$ cat config.mk
export PLATFORM = sky130hd
export DESIGN_NAME = vga_draw_scheduler
export DESIGN_NICKNAME = d
export VERILOG_FILES = /design/src/rtl/vga_draw_scheduler.sv
export SDC_FILE = /design/constraint.sdc
export NUM_CORES = 1
export LEC_CHECK = 0
export CORE_ASPECT_RATIO = 2
export CORE_UTILIZATION = 43
export DETAILED_ROUTE_END_ITERATION = 7
export PLACE_DENSITY_LB_ADDON = 0.05
export SETUP_SLACK_MARGIN = 0.5
export SLEW_MARGIN = 20
export SYNTH_ARGS = -nofsm -noshare
export SYNTH_HDL_FRONTEND = slang
export SYNTH_SLANG_ARGS = --single-unit
$ cat constraint.sdc
create_clock -name clk -period 1.89 [get_ports clk]
set_input_delay 0.378 -clock clk [delete_from_list [all_inputs] [get_ports clk]]
set_output_delay 0.378 -clock clk [all_outputs]
set_load 0.05 [all_outputs]
$ cat src/rtl/vga_draw_scheduler.sv
// Frame-paced arbiter sharing the VGA pixel-write port among the wall, bullet and player drawers.
// Units are scanned in fixed order each frame, so the player is drawn last and lands on top.
module vga_draw_scheduler #(
    parameter int unsigned FRAME_CYCLES = 833334,
    parameter int unsigned MAX_GRANT    = 20000
) (
    input  logic        clk,
    input  logic        reset,
    input  logic [2:0]  req,
    input  logic [2:0]  done,
    input  logic [2:0]  pix_valid,
    input  logic [23:0] x_in,
    input  logic [20:0] y_in,
    input  logic [8:0]  color_in,
    output logic [2:0]  grant,
    output logic [7:0]  x_out,
    output logic [6:0]  y_out,
    output logic [2:0]  color_out,
    output logic        plot,
    output logic        frame_start,
    output logic        overrun,
    output logic        timeout
);

    localparam int unsigned CntW = (FRAME_CYCLES > 1) ? $clog2(FRAME_CYCLES) : 1;
    localparam int unsigned WdW  = (MAX_GRANT > 1) ? $clog2(MAX_GRANT) : 1;
    localparam logic [CntW-1:0] CntLast = CntW'(FRAME_CYCLES - 1);
    localparam logic [WdW-1:0]  WdLast  = WdW'(MAX_GRANT - 1);

    typedef enum logic [1:0] {
        StIdle,
        StScan,
        StGrant
    } state_e;

    state_e          state_q;
    logic [CntW-1:0] cnt_q;
    logic [WdW-1:0]  wd_q;
    logic [1:0]      idx_q;
    logic [2:0]      grant_q;
    logic [7:0]      x_q;
    logic [6:0]      y_q;
    logic [2:0]      color_q;
    logic            plot_q;
    logic            frame_start_q;
    logic            overrun_q;
    logic            timeout_q;

    logic       tick;
    logic       sel_req;
    logic       sel_done;
    logic       sel_pv;
    logic [7:0] sel_x;
    logic [6:0] sel_y;
    logic [2:0] sel_c;
    logic       release_now;

    assign tick = (cnt_q == CntLast);

    // Mux out the slice belonging to the unit currently indexed by the scan.
    always_comb begin
        sel_req  = 1'b0;
        sel_done = 1'b0;
        sel_pv   = 1'b0;
        sel_x    = 8'd0;
        sel_y    = 7'd0;
        sel_c    = 3'd0;
        unique case (idx_q)
            2'd0: begin
                sel_req  = req[0];
                sel_done = done[0];
                sel_pv   = pix_valid[0];
                sel_x    = x_in[7:0];
                sel_y    = y_in[6:0];
                sel_c    = color_in[2:0];
            end
            2'd1: begin
                sel_req  = req[1];
                sel_done = done[1];
                sel_pv   = pix_valid[1];
                sel_x    = x_in[15:8];
                sel_y    = y_in[13:7];
                sel_c    = color_in[5:3];
            end
            2'd2: begin
                sel_req  = req[2];
                sel_done = done[2];
                sel_pv   = pix_valid[2];
                sel_x    = x_in[23:16];
                sel_y    = y_in[20:14];
                sel_c    = color_in[8:6];
            end
            default: begin
                sel_req = 1'b0;
            end
        endcase
    end

    assign release_now = sel_done || (wd_q == WdLast);

    always_ff @(posedge clk) begin
        if (reset) begin
            state_q       <= StIdle;
            cnt_q         <= '0;
            wd_q          <= '0;
            idx_q         <= 2'd0;
            grant_q       <= 3'b000;
            x_q           <= 8'd0;
            y_q           <= 7'd0;
            color_q       <= 3'd0;
            plot_q        <= 1'b0;
            frame_start_q <= 1'b0;
            overrun_q     <= 1'b0;
            timeout_q     <= 1'b0;
        end else begin
            cnt_q         <= tick ? '0 : cnt_q + 1'b1;
            frame_start_q <= 1'b0;
            plot_q        <= 1'b0;

            // A missed frame is only flagged; the running scan is never restarted.
            if (tick && (state_q != StIdle)) begin
                overrun_q <= 1'b1;
            end

            unique case (state_q)
                StIdle: begin
                    if (tick) begin
                        state_q       <= StScan;
                        idx_q         <= 2'd0;
                        frame_start_q <= 1'b1;
                    end
                end
                StScan: begin
                    if (sel_req) begin
                        state_q <= StGrant;
                        grant_q <= 3'b001 << idx_q;
                        wd_q    <= '0;
                    end else if (idx_q == 2'd2) begin
                        state_q <= StIdle;
                    end else begin
                        idx_q <= idx_q + 2'd1;
                    end
                end
                StGrant: begin
                    x_q     <= sel_x;
                    y_q     <= sel_y;
                    color_q <= sel_c;
                    plot_q  <= sel_pv;
                    wd_q    <= wd_q + 1'b1;
                    if (release_now) begin
                        grant_q <= 3'b000;
                        if (!sel_done) begin
                            timeout_q <= 1'b1;
                        end
                        if (idx_q == 2'd2) begin
                            state_q <= StIdle;
                        end else begin
                            state_q <= StScan;
                            idx_q   <= idx_q + 2'd1;
                        end
                    end
                end
                default: begin
                    state_q <= StIdle;
                    grant_q <= 3'b000;
                end
            endcase
        end
    end

    assign grant       = grant_q;
    assign x_out       = x_q;
    assign y_out       = y_q;
    assign color_out   = color_q;
    assign plot        = plot_q;
    assign frame_start = frame_start_q;
    assign overrun     = overrun_q;
    assign timeout     = timeout_q;

endmodule

-- Word-level counts from Yosys, hierarchy flattened
Index checks and enable logic that the tools add are counted.
- flip-flop bits (word level): 64
- latch bits: 0
- logic and storage cells: 68
- output and inout bits: 25
- input port bits: 65
- memories: 0
- memory bits (read-only): 0
- memory bits (writable): 0
- multiplexer cells: 23
- bitwise operators: 3
- equality and inequality tests: 11
- reductions and logical operators: 15
- divide/modulo/power cells: 0
- add/subtract/negate cells: 3
- shift-type cells: 1
- $lt $le $gt $ge: 0
- multiply operators: 0
- operators by type and width (operator ; number):
    $pmux W15 S2 ; 1
    $pmux W8 S3 ; 1
    $pmux W7 S3 ; 1
    $add A20 B1 Y20 const B ; 1
    $eq A20 B20 Y1 const B ; 1
    $pmux W3 S3 ; 2
    $mux W2 ; 8
    $add A15 B1 Y15 const B ; 1
    $eq A15 B15 Y1 const B ; 1
    $mux W15 ; 1
    $pmux W2 S3 ; 2
    $pmux W1 S3 ; 3
    $reduce_and A3 Y1 ; 3
    $ne A2 B2 Y1 const B ; 4
    $mux W3 ; 2
    $reduce_or A2 Y1 ; 3
    $eq A2 B1 Y1 const B ; 2
    $eq A2 B2 Y1 const B ; 2
    $logic_not A2 Y1 ; 2
    $reduce_and A4 Y1 ; 1
    $reduce_bool A2 Y1 ; 2
    $ne A3 B3 Y1 const B ; 1
    $not A1 Y1 ; 3
    $reduce_bool A3 Y1 ; 1
    other kinds (6) ; 7

-- Logic depth before layout (Yosys ltp)
Gate-level depths: netlist (run 1).
- depth in word-level cells: 5
- gate-level depth with buffers: 9

-- Least setup slack after synthesis (run 1)
Ideal clock, no wire load.
- kind: register to register
- from: reg idx_q[0]
- to: reg idx_q[0]
- slack: -0.076 ns
- setup time: 0.087 ns
- buffers on the path: 0
- data arrival time: 1.879 ns
- data required time: 1.803 ns
- stages on the path, launching flop included: 8
- path through: dfxtp_1 > inv_1 > ha_1 > a222oi_1 > or3_1 > o211ai_1 > or4_1 > o31ai_1
- longest elaborated chain between the ends: 5
- elaborated cells on any way between the ends: 14
- ends and longest elaborated chain (item ; RTL line ; source):
    from (decl) ; 39 ; logic [1:0] idx_q;
    from (signal assigned) ; 141 ; idx_q <= idx_q + 2'd1;
    from (signal assigned) ; 159 ; idx_q <= idx_q + 2'd1;
    $eq A2 B2 Y1, or another cell as far along ; 68, 138, 155 ;
    $pmux W1 S3 ; 68 ; unique case (idx_q)
    $logic_or A1 B1 Y1 ; 99 ; assign release_now = sel_done || (wd_q == WdLast);
    $ne A2 B2 Y1 (no source line) ; - ;
    $reduce_and A4 Y1 (no source line) ; - ;
Several ways; a longest one is shown, not always the timed one. The select of a mux whose other input is x is not followed.
A chain may end at the register's enable or synchronous reset.

-- Worst setup path in the final report (run 1)
- from: reg idx_q[0]
- to: reg idx_q[1]
Same word-level chain as after synthesis.

==> flow_metrics.env, run 1 <==
export IMPL_fin_ws_ns=-0.0878
export IMPL_relSlewSlack_pct=70.4
export IMPL_fin_util_pct=72.9
export IMPL_gp_congestion=0.891
export IMPL_cts_buffers=9
export IMPL_synth_seq_area_share_pct=42.0
export IMPL_worst_setup_path_end_kind="register"
export IMPL_syn_area_sq_mm=0.00305
export IMPL_postRouteAntennaNets=0
export IMPL_path_clk_slew_ns=0.05
export IMPL_crit_arrival_ns=2.20
export IMPL_cts_max_level=3
export IMPL_violations="negative setup slack"
export IMPL_worstPathCellList="inv_6 > ha_4 > buf_4 > buf_6 > a22oi_2 > o211ai_1 > o211ai_1 > nor2_2 > mux2_4"
export IMPL_switching_power_uw=809
export IMPL_final_nets=555
export IMPL_cpMaxStageDelayCell="dfxtp_4"
export IMPL_finalSetupTns_ns=-0.572
export IMPL_grt_start_max_net_pins=28
export IMPL_synth_top_cell_area_share_pct=42.0
export IMPL_switching_share_pct=21.9
export IMPL_use_met1_pct=27.8
export IMPL_layout_commonest_cell="clkdlybuf4s50_1"
export IMPL_leakage_nw=1.95
export IMPL_drv_slew=0
export IMPL_cp_slowest_stage_delay_ns=0.40
export IMPL_path_buf_inv=3
export IMPL_setup_viol=15
export IMPL_max_freq_ghz=0.506
export IMPL_rsz0062_at_grt="true"
export IMPL_async_flop_share_pct=0
export IMPL_power_frac_seq_pct=37.5
export IMPL_hp_class="register to register"
export IMPL_antenna_found_initial=0
export IMPL_hold_buffers=0
export IMPL_grt_first_pass_wirelength_um=14800
export IMPL_vias=3142
export IMPL_status="finished, violations left"
export IMPL_drt_pass1_iter_count=6
export IMPL_rows=43
export IMPL_fin_crit_sh_pct=105
export IMPL_finalHoldViolations=0
export IMPL_p_int_mw=2.88
export IMPL_cp_max_fo=4
export IMPL_power_frac_comb_pct=14.2
export IMPL_dpl_instance_area_sq_mm=0.00434
export IMPL_fin_crit_ns=1.98
export IMPL_grt_busiest_layer="met2"
export IMPL_synth_area_top_cells="dfxtp_1, a222oi_1, nor2_1"
export IMPL_die_w_um=61.5
export IMPL_crit_path_start_kind="register"
export IMPL_path_delay_family="compound AO/OA/AOI/OAI gates"
export IMPL_ir_drop_mv=0.563
export IMPL_clock_sinks=64
export IMPL_io_pins=90
export IMPL_postSynthAreaPerCell_sq_um=8.91
export IMPL_met3_usage_pct=7.78
export IMPL_synthDistinctLibCells=44
export IMPL_wire_per_inst_um=16.7
export IMPL_chipHeight_um=121
export IMPL_core_region_area_sq_mm=0.00689
export IMPL_vias_per_cell=5.48
export IMPL_holdWs_ns=0.443
export IMPL_layout_common_cells="clkdlybuf4s50_1, dfxtp_1, buf_4"
export IMPL_criticalPathCategory="register to register"
export IMPL_die_area_sq_mm=0.00745
export IMPL_cts_buffer_depth=2
export IMPL_synth_edf_count=0
export IMPL_root_buffer="clkbuf_16"
export IMPL_p_clk_share_pct=48.3
export IMPL_grt_pass1_vias=3171
export IMPL_crit_path_frequent_cell="o211ai_1"
export IMPL_grt_usage_pct=27.4
export IMPL_skew_ns=0.00535
export IMPL_required_ns=2.11
export IMPL_pre_cts_ws_ns=-0.407
export IMPL_max_cap_violations=0
export IMPL_cts_tree="yes"
export IMPL_clkLatencyLatePin_ns=0.33
export IMPL_synth_fp_nets=418
export IMPL_final_cell_area_sq_mm=0.00502
export IMPL_powerDensity_mw_per_mm2=734
export IMPL_initial_core_util_pct=44.3
export IMPL_yosys_area_top_type="dfxtp_1"
export IMPL_hpwlAfterDp_um=6230
export IMPL_yosys_warnings=0
export IMPL_post_route_drc_count=0
export IMPL_area_growth_pct=64.8
export IMPL_drive_above_1_share_pct=32.3
export IMPL_routed_wirelength_um=9550
export IMPL_n_antenna_cell=0
export IMPL_use_met2_pct=46.7
export IMPL_grt_ovfl_total=0
export IMPL_max_slew_worst_pin_slew_ns=0.444
export IMPL_synth_cells=342
export IMPL_port_buffers=89
export IMPL_synth_main_ff_cell="dfxtp_1"
export IMPL_drtIter0Drc=256
export IMPL_ys_ff_latch=64
metrics by stage:
| step | total power [mW] | cells |
|---|---|---|
| 2_1_floorplan | 1.61 | 342 |
| 3_3_place_gp | 1.82 | 541 |
| 3_5_place_dp | 1.83 | 541 |
| 4_1_cts | 3.69 | 571 |
| 5_1_grt | 3.79 | 573 |
| 6_report | 3.69 | 573 |
cells by family after synthesis:
family,count (synthesis),synth area share [%]
adder cells (fa/ha/maj),11,4.52
buffers and inverters,29,4.15
XOR/XNOR,28,8.05
AO/OA/AOI/OAI,62,15.0
flip-flops,64,42.0
multiplexers,4,1.72
AND/OR/NAND/NOR,144,24.5
worst min-delay path, delay by kind of cell (launching register included):
kind / cells / cell delay [ns]
flops: 1 / 0.30
simple gates: 1 / 0.05
compound gates: 1 / 0.05
power groups by stage:
stage               clock [mW]  combinational, mW  sequential [mW]
floorplan                    0              0.199             1.41
global placement             0              0.419             1.40
detailed placement           0              0.427             1.41
CTS                       1.81              0.502             1.38
global route              1.86              0.554             1.38
finish                    1.78              0.524             1.38
state kept, by name, summed over array words and instances (netlist names):
signal and cells:
state_q 2, plot 1, idx_q 2, cnt_q 20, y_out 7, overrun 1, x_out 8, frame_start 1
color_out 3, wd_q 15, timeout 1, grant 3
worst paths after layout:
path	from	end	slack, ns	depth (start not counted)
max reg2reg	idx_q[0]$_SDFFE_PP0P_	idx_q[1]$_SDFFE_PP0P_	-0.09	9
max	idx_q[0]$_SDFFE_PP0P_	idx_q[1]$_SDFFE_PP0P_	-0.09	9
min	x_out[5]$_SDFFE_PP0P_	x_out[5]$_SDFFE_PP0P_	0.44	2
min reg2reg	x_out[5]$_SDFFE_PP0P_	x_out[5]$_SDFFE_PP0P_	0.44	2
repair_timing:
| action | CTS | global route |
|---|---|---|
| setup buffers | 10 | 2 |
| pin swaps | 26 | 19 |
| endpoints found under the setup margin | 71 | 66 |
| resized for setup | 95 | 34 |
| cloned | 5 | 0 |
layout make-up:
class,count,area [sq um]
well taps,90,113
flip-flops and latches,64,1300
clock buffers,12,256
fillers,531,1860
clock inverters,3,65.1
inverters,12,52.6
repair buffers,140,1300
multi-input cells,252,1940
per-layer routing:
layer,wire [um],vias up
met5,0,-
met4,439,0
met1,3450,1508
li1,-,1521
met3,359,32
met2,5300,81
synth_stat cells, types with 2 or more instances:
master / count
nor3_1: 9
buf_6: 2
and4bb_1: 2
nor3b_1: 5
nand3_1: 11
mux2_4: 2
or4_1: 2
and3_1: 3
nor2b_1: 2
o21ai_0: 20
mux2_2: 2
or3_1: 3
o32ai_1: 3
nor4b_1: 3
dfxtp_1: 64
clkbuf_1: 13
nor4_1: 4
nand2b_1: 5
o31a_1: 2
ha_1: 11
and4_1: 2
xor2_1: 10
a21oi_1: 8
a222oi_1: 20
nand3b_1: 2
xnor2_1: 18
nand2_1: 30
nand4_1: 8
nor2_1: 48
inv_1: 12
buf_2: 2
o211ai_1: 2
(Power assumes the default switching activity.)
==> run 2: changes to the inputs <==
--- a/config.mk
+++ b/config.mk
@@ -9,6 +9,7 @@
 export CORE_UTILIZATION = 43
 export DETAILED_ROUTE_END_ITERATION = 7
 export PLACE_DENSITY_LB_ADDON = 0.05
+export REMOVE_ABC_BUFFERS = 1
 export SETUP_SLACK_MARGIN = 0.5
 export SLEW_MARGIN = 20
 export SYNTH_ARGS = -nofsm -noshare
==> run 2 against run 1 <==
The run still ends with negative setup slack left. Worst setup slack worse by 0.024 ns. Critical endpoint unchanged. First-iteration DRC count is 32% lower. Power is 2.7% lower.
==> flow_metrics.env, run 2 (same netlist as run 1, synthesis figures left out) <==
export IMPL_status="finished, violations left"
export IMPL_violations="negative setup slack"
export IMPL_p_clk_share_pct=44.5
export IMPL_path_clk_slew_ns=0.05
export IMPL_cts_buffers=9
export IMPL_core_region_area_sq_mm=0.00689
export IMPL_worstHoldStart="y_out[6]$_SDFFE_PP0P_"
export IMPL_hp_class="register to register"
export IMPL_crit_path_frequent_cell="o211ai_1"
export IMPL_fin_ws_ns=-0.112
export IMPL_drt_pass1_iter_count=5
export IMPL_chipHeight_um=121
export IMPL_hpwlAfterDp_um=6130
export IMPL_grt_busiest_layer="met2"
export IMPL_setup_viol=7
export IMPL_cts_buffer_depth=2
export IMPL_required_ns=2.11
export IMPL_grt_first_pass_wirelength_um=14600
export IMPL_drtIter0Drc=175
export IMPL_ir_drop_mv=0.702
export IMPL_final_nets=574
export IMPL_cpMaxStageDelayCell="dfxtp_4"
export IMPL_layout_commonest_cell="clkdlybuf4s50_1"
export IMPL_worstPathCellList="inv_4 > ha_4 > buf_12 > a22oi_2 > o211ai_1 > buf_4 > o211ai_1 > nor2_2 > mux2_4"
export IMPL_root_buffer="clkbuf_16"
export IMPL_cts_max_level=3
export IMPL_max_slew_worst_pin_slew_ns=0.508
export IMPL_r2r_start="idx_q[1]$_SDFFE_PP0P_"
export IMPL_vias=3333
export IMPL_top_register="cnt_q"
export IMPL_fill_cells=463
export IMPL_drive_above_1_share_pct=40.6
export IMPL_cts_tree="yes"
export IMPL_fin_crit_sh_pct=106
export IMPL_min_path_cells=2
export IMPL_use_met2_pct=48.4
export IMPL_routed_wirelength_um=11200
export IMPL_gp_congestion=0.813
export IMPL_powerDensity_mw_per_mm2=640
export IMPL_grt_ovfl_total=0
export IMPL_p_int_mw=2.72
export IMPL_skew_ns=0.00943
export IMPL_worst_setup_path_end_kind="register"
export IMPL_crit_arrival_ns=2.22
export IMPL_layout_common_cells="clkdlybuf4s50_1, dfxtp_1, buf_4"
export IMPL_wire_per_inst_um=18.9
export IMPL_drv_slew=0
export IMPL_max_freq_ghz=0.499
export IMPL_relSlewSlack_pct=66.1
export IMPL_criticalPathCategory="register to register"
export IMPL_grt_pass1_vias=3250
export IMPL_die_w_um=61.5
export IMPL_rrSetupSlack_ns=-0.11
export IMPL_finalHoldViolations=0
export IMPL_fin_crit_ns=2.00
export IMPL_rows=43
export IMPL_clock_sinks=64
export IMPL_hold_buffers=0
export IMPL_power_frac_comb_pct=17.2
export IMPL_leakage_nw=2.23
export IMPL_reg2reg_depth=9
export IMPL_clkLatencyLatePin_ns=0.34
export IMPL_met3_usage_pct=7.78
export IMPL_initial_core_util_pct=44.3
export IMPL_min_to="y_out[6]$_SDFFE_PP0P_"
export IMPL_area_growth_pct=83.9
export IMPL_power_frac_seq_pct=38.4
export IMPL_port_buffers=89
export IMPL_cp_max_fo=11
export IMPL_io_pins=90
export IMPL_grt_start_max_net_pins=25
export IMPL_switching_power_uw=868
export IMPL_largest_reg_flops=20
export IMPL_grt_usage_pct=26.7
export IMPL_rsz0062_at_grt="true"
export IMPL_post_route_drc_count=0
export IMPL_max_cap_violations=0
export IMPL_r2r_end="idx_q[1]$_SDFFE_PP0P_"
export IMPL_antenna_found_initial=0
export IMPL_die_area_sq_mm=0.00745
export IMPL_crit_path_start_kind="register"
export IMPL_n_antenna_cell=0
export IMPL_power_mw=3.59
export IMPL_cp_slowest_stage_delay_ns=0.38
export IMPL_use_met1_pct=25.0
export IMPL_vias_per_cell=5.62
export IMPL_fin_util_pct=81.4
export IMPL_postRouteAntennaNets=0
export IMPL_pre_cts_ws_ns=-0.459
export IMPL_switching_share_pct=24.2
-- run 2: cell types whose count changed in the layout (fill, tap and decap cells not counted), sizes merged --
cell	previous run	this run
buf	76	93
bufinv	2	1
clkbuf	12	17
clkinv	1	3
or2	4	1
-- run 2: power groups by stage --
stage	Combinational (mW)	Sequential, mW	Clock, mW
after detailed placement	0.437	1.40	0
final	0.616	1.38	1.60
after global routing	0.650	1.38	1.69
after CTS	0.525	1.38	1.61
after floorplan	0.171	1.41	0
after global placement	0.430	1.40	0
-- run 2: layer usage --
metal | wire, um | part of all wire, %
met1 | 3840 | 34
met2 | 6240 | 56
met3 | 668 | 6.0
met4 | 471 | 4.2
met5 | 0 | 0
-- run 2: per-stage QoR --
stage / area, sq um / hold WS (ns) / cells / TNS (ns)
4_1_cts: 5020 / 0.450 / 577 / -0.634
6_report: 5610 / 0.448 / 593 / -0.458
5_1_grt: 5610 / 0.458 / 593 / -2.32
3_3_place_gp: 4320 / 0.435 / 548 / -7.16
3_5_place_dp: 4320 / 0.444 / 548 / -7.60
2_1_floorplan: 2970 / 0.445 / 325 / -6.67
-- run 2: critical path, delay by kind of cell (launching register included) --
| family | cells | cell delay [ns] |
|---|---|---|
| buffers and inverters | 3 | 0.37 |
| muxes | 1 | 0.29 |
| AOI/OAI and AO/OA | 3 | 0.61 |
| and+or+nand+nor | 1 | 0.08 |
| DFF | 1 | 0.38 |
| adders and majority gates | 1 | 0.17 |
-- run 2: final cells by class --
cell class	instances	area [sq um]	area share (%)
clock buffer	12	236	4.22
clock inverter	4	45.0	0.803
inverter	12	50.0	0.893
multi-input combinational	249	2240	40.0
sequential	64	1290	23.1
tap	90	113	2.01
timing repair buffer	162	1630	29.1
-- run 2: worst max-delay path by stage --
stage | startpoint | end | slack [ns] | depth (start not counted)
after floorplan | idx_q[0]$_SDFFE_PP0P_ | wd_q[14]$_SDFFE_PP0P_ | -0.52 | 7
after detailed placement | req[1] | wd_q[4]$_SDFFE_PP0P_ | -0.46 | 8
after global routing | idx_q[1]$_SDFFE_PP0P_ | idx_q[1]$_SDFFE_PP0P_ | -0.19 | 9
after CTS | idx_q[1]$_SDFFE_PP0P_ | idx_q[1]$_SDFFE_PP0P_ | -0.1 | 8
final | idx_q[1]$_SDFFE_PP0P_ | idx_q[1]$_SDFFE_PP0P_ | -0.11 | 9
after global placement | req[1] | wd_q[12]$_SDFFE_PP0P_ | -0.43 | 8
-- run 2: what timing repair did --
item                                    4_1_cts  5_1_grt
endpoints found under the setup margin       86       66
gates cloned                                  4        6
pin swaps                                    17       31
buffers inserted                              9       10
gates resized for setup                     209       89
==> run 3: changes to the inputs <==
--- a/config.mk
+++ b/config.mk
@@ -8,10 +8,10 @@
 export CORE_ASPECT_RATIO = 2
 export CORE_UTILIZATION = 43
 export DETAILED_ROUTE_END_ITERATION = 7
+export HOLD_SLACK_MARGIN = 0.08
 export PLACE_DENSITY_LB_ADDON = 0.05
 export REMOVE_ABC_BUFFERS = 1
 export SETUP_SLACK_MARGIN = 0.5
-export SLEW_MARGIN = 20
 export SYNTH_ARGS = -nofsm -noshare
 export SYNTH_HDL_FRONTEND = slang
 export SYNTH_SLANG_ARGS = --single-unit
==> results of run 3 <==
No change in the layout: final DEF, timing and power equal those of run 2.
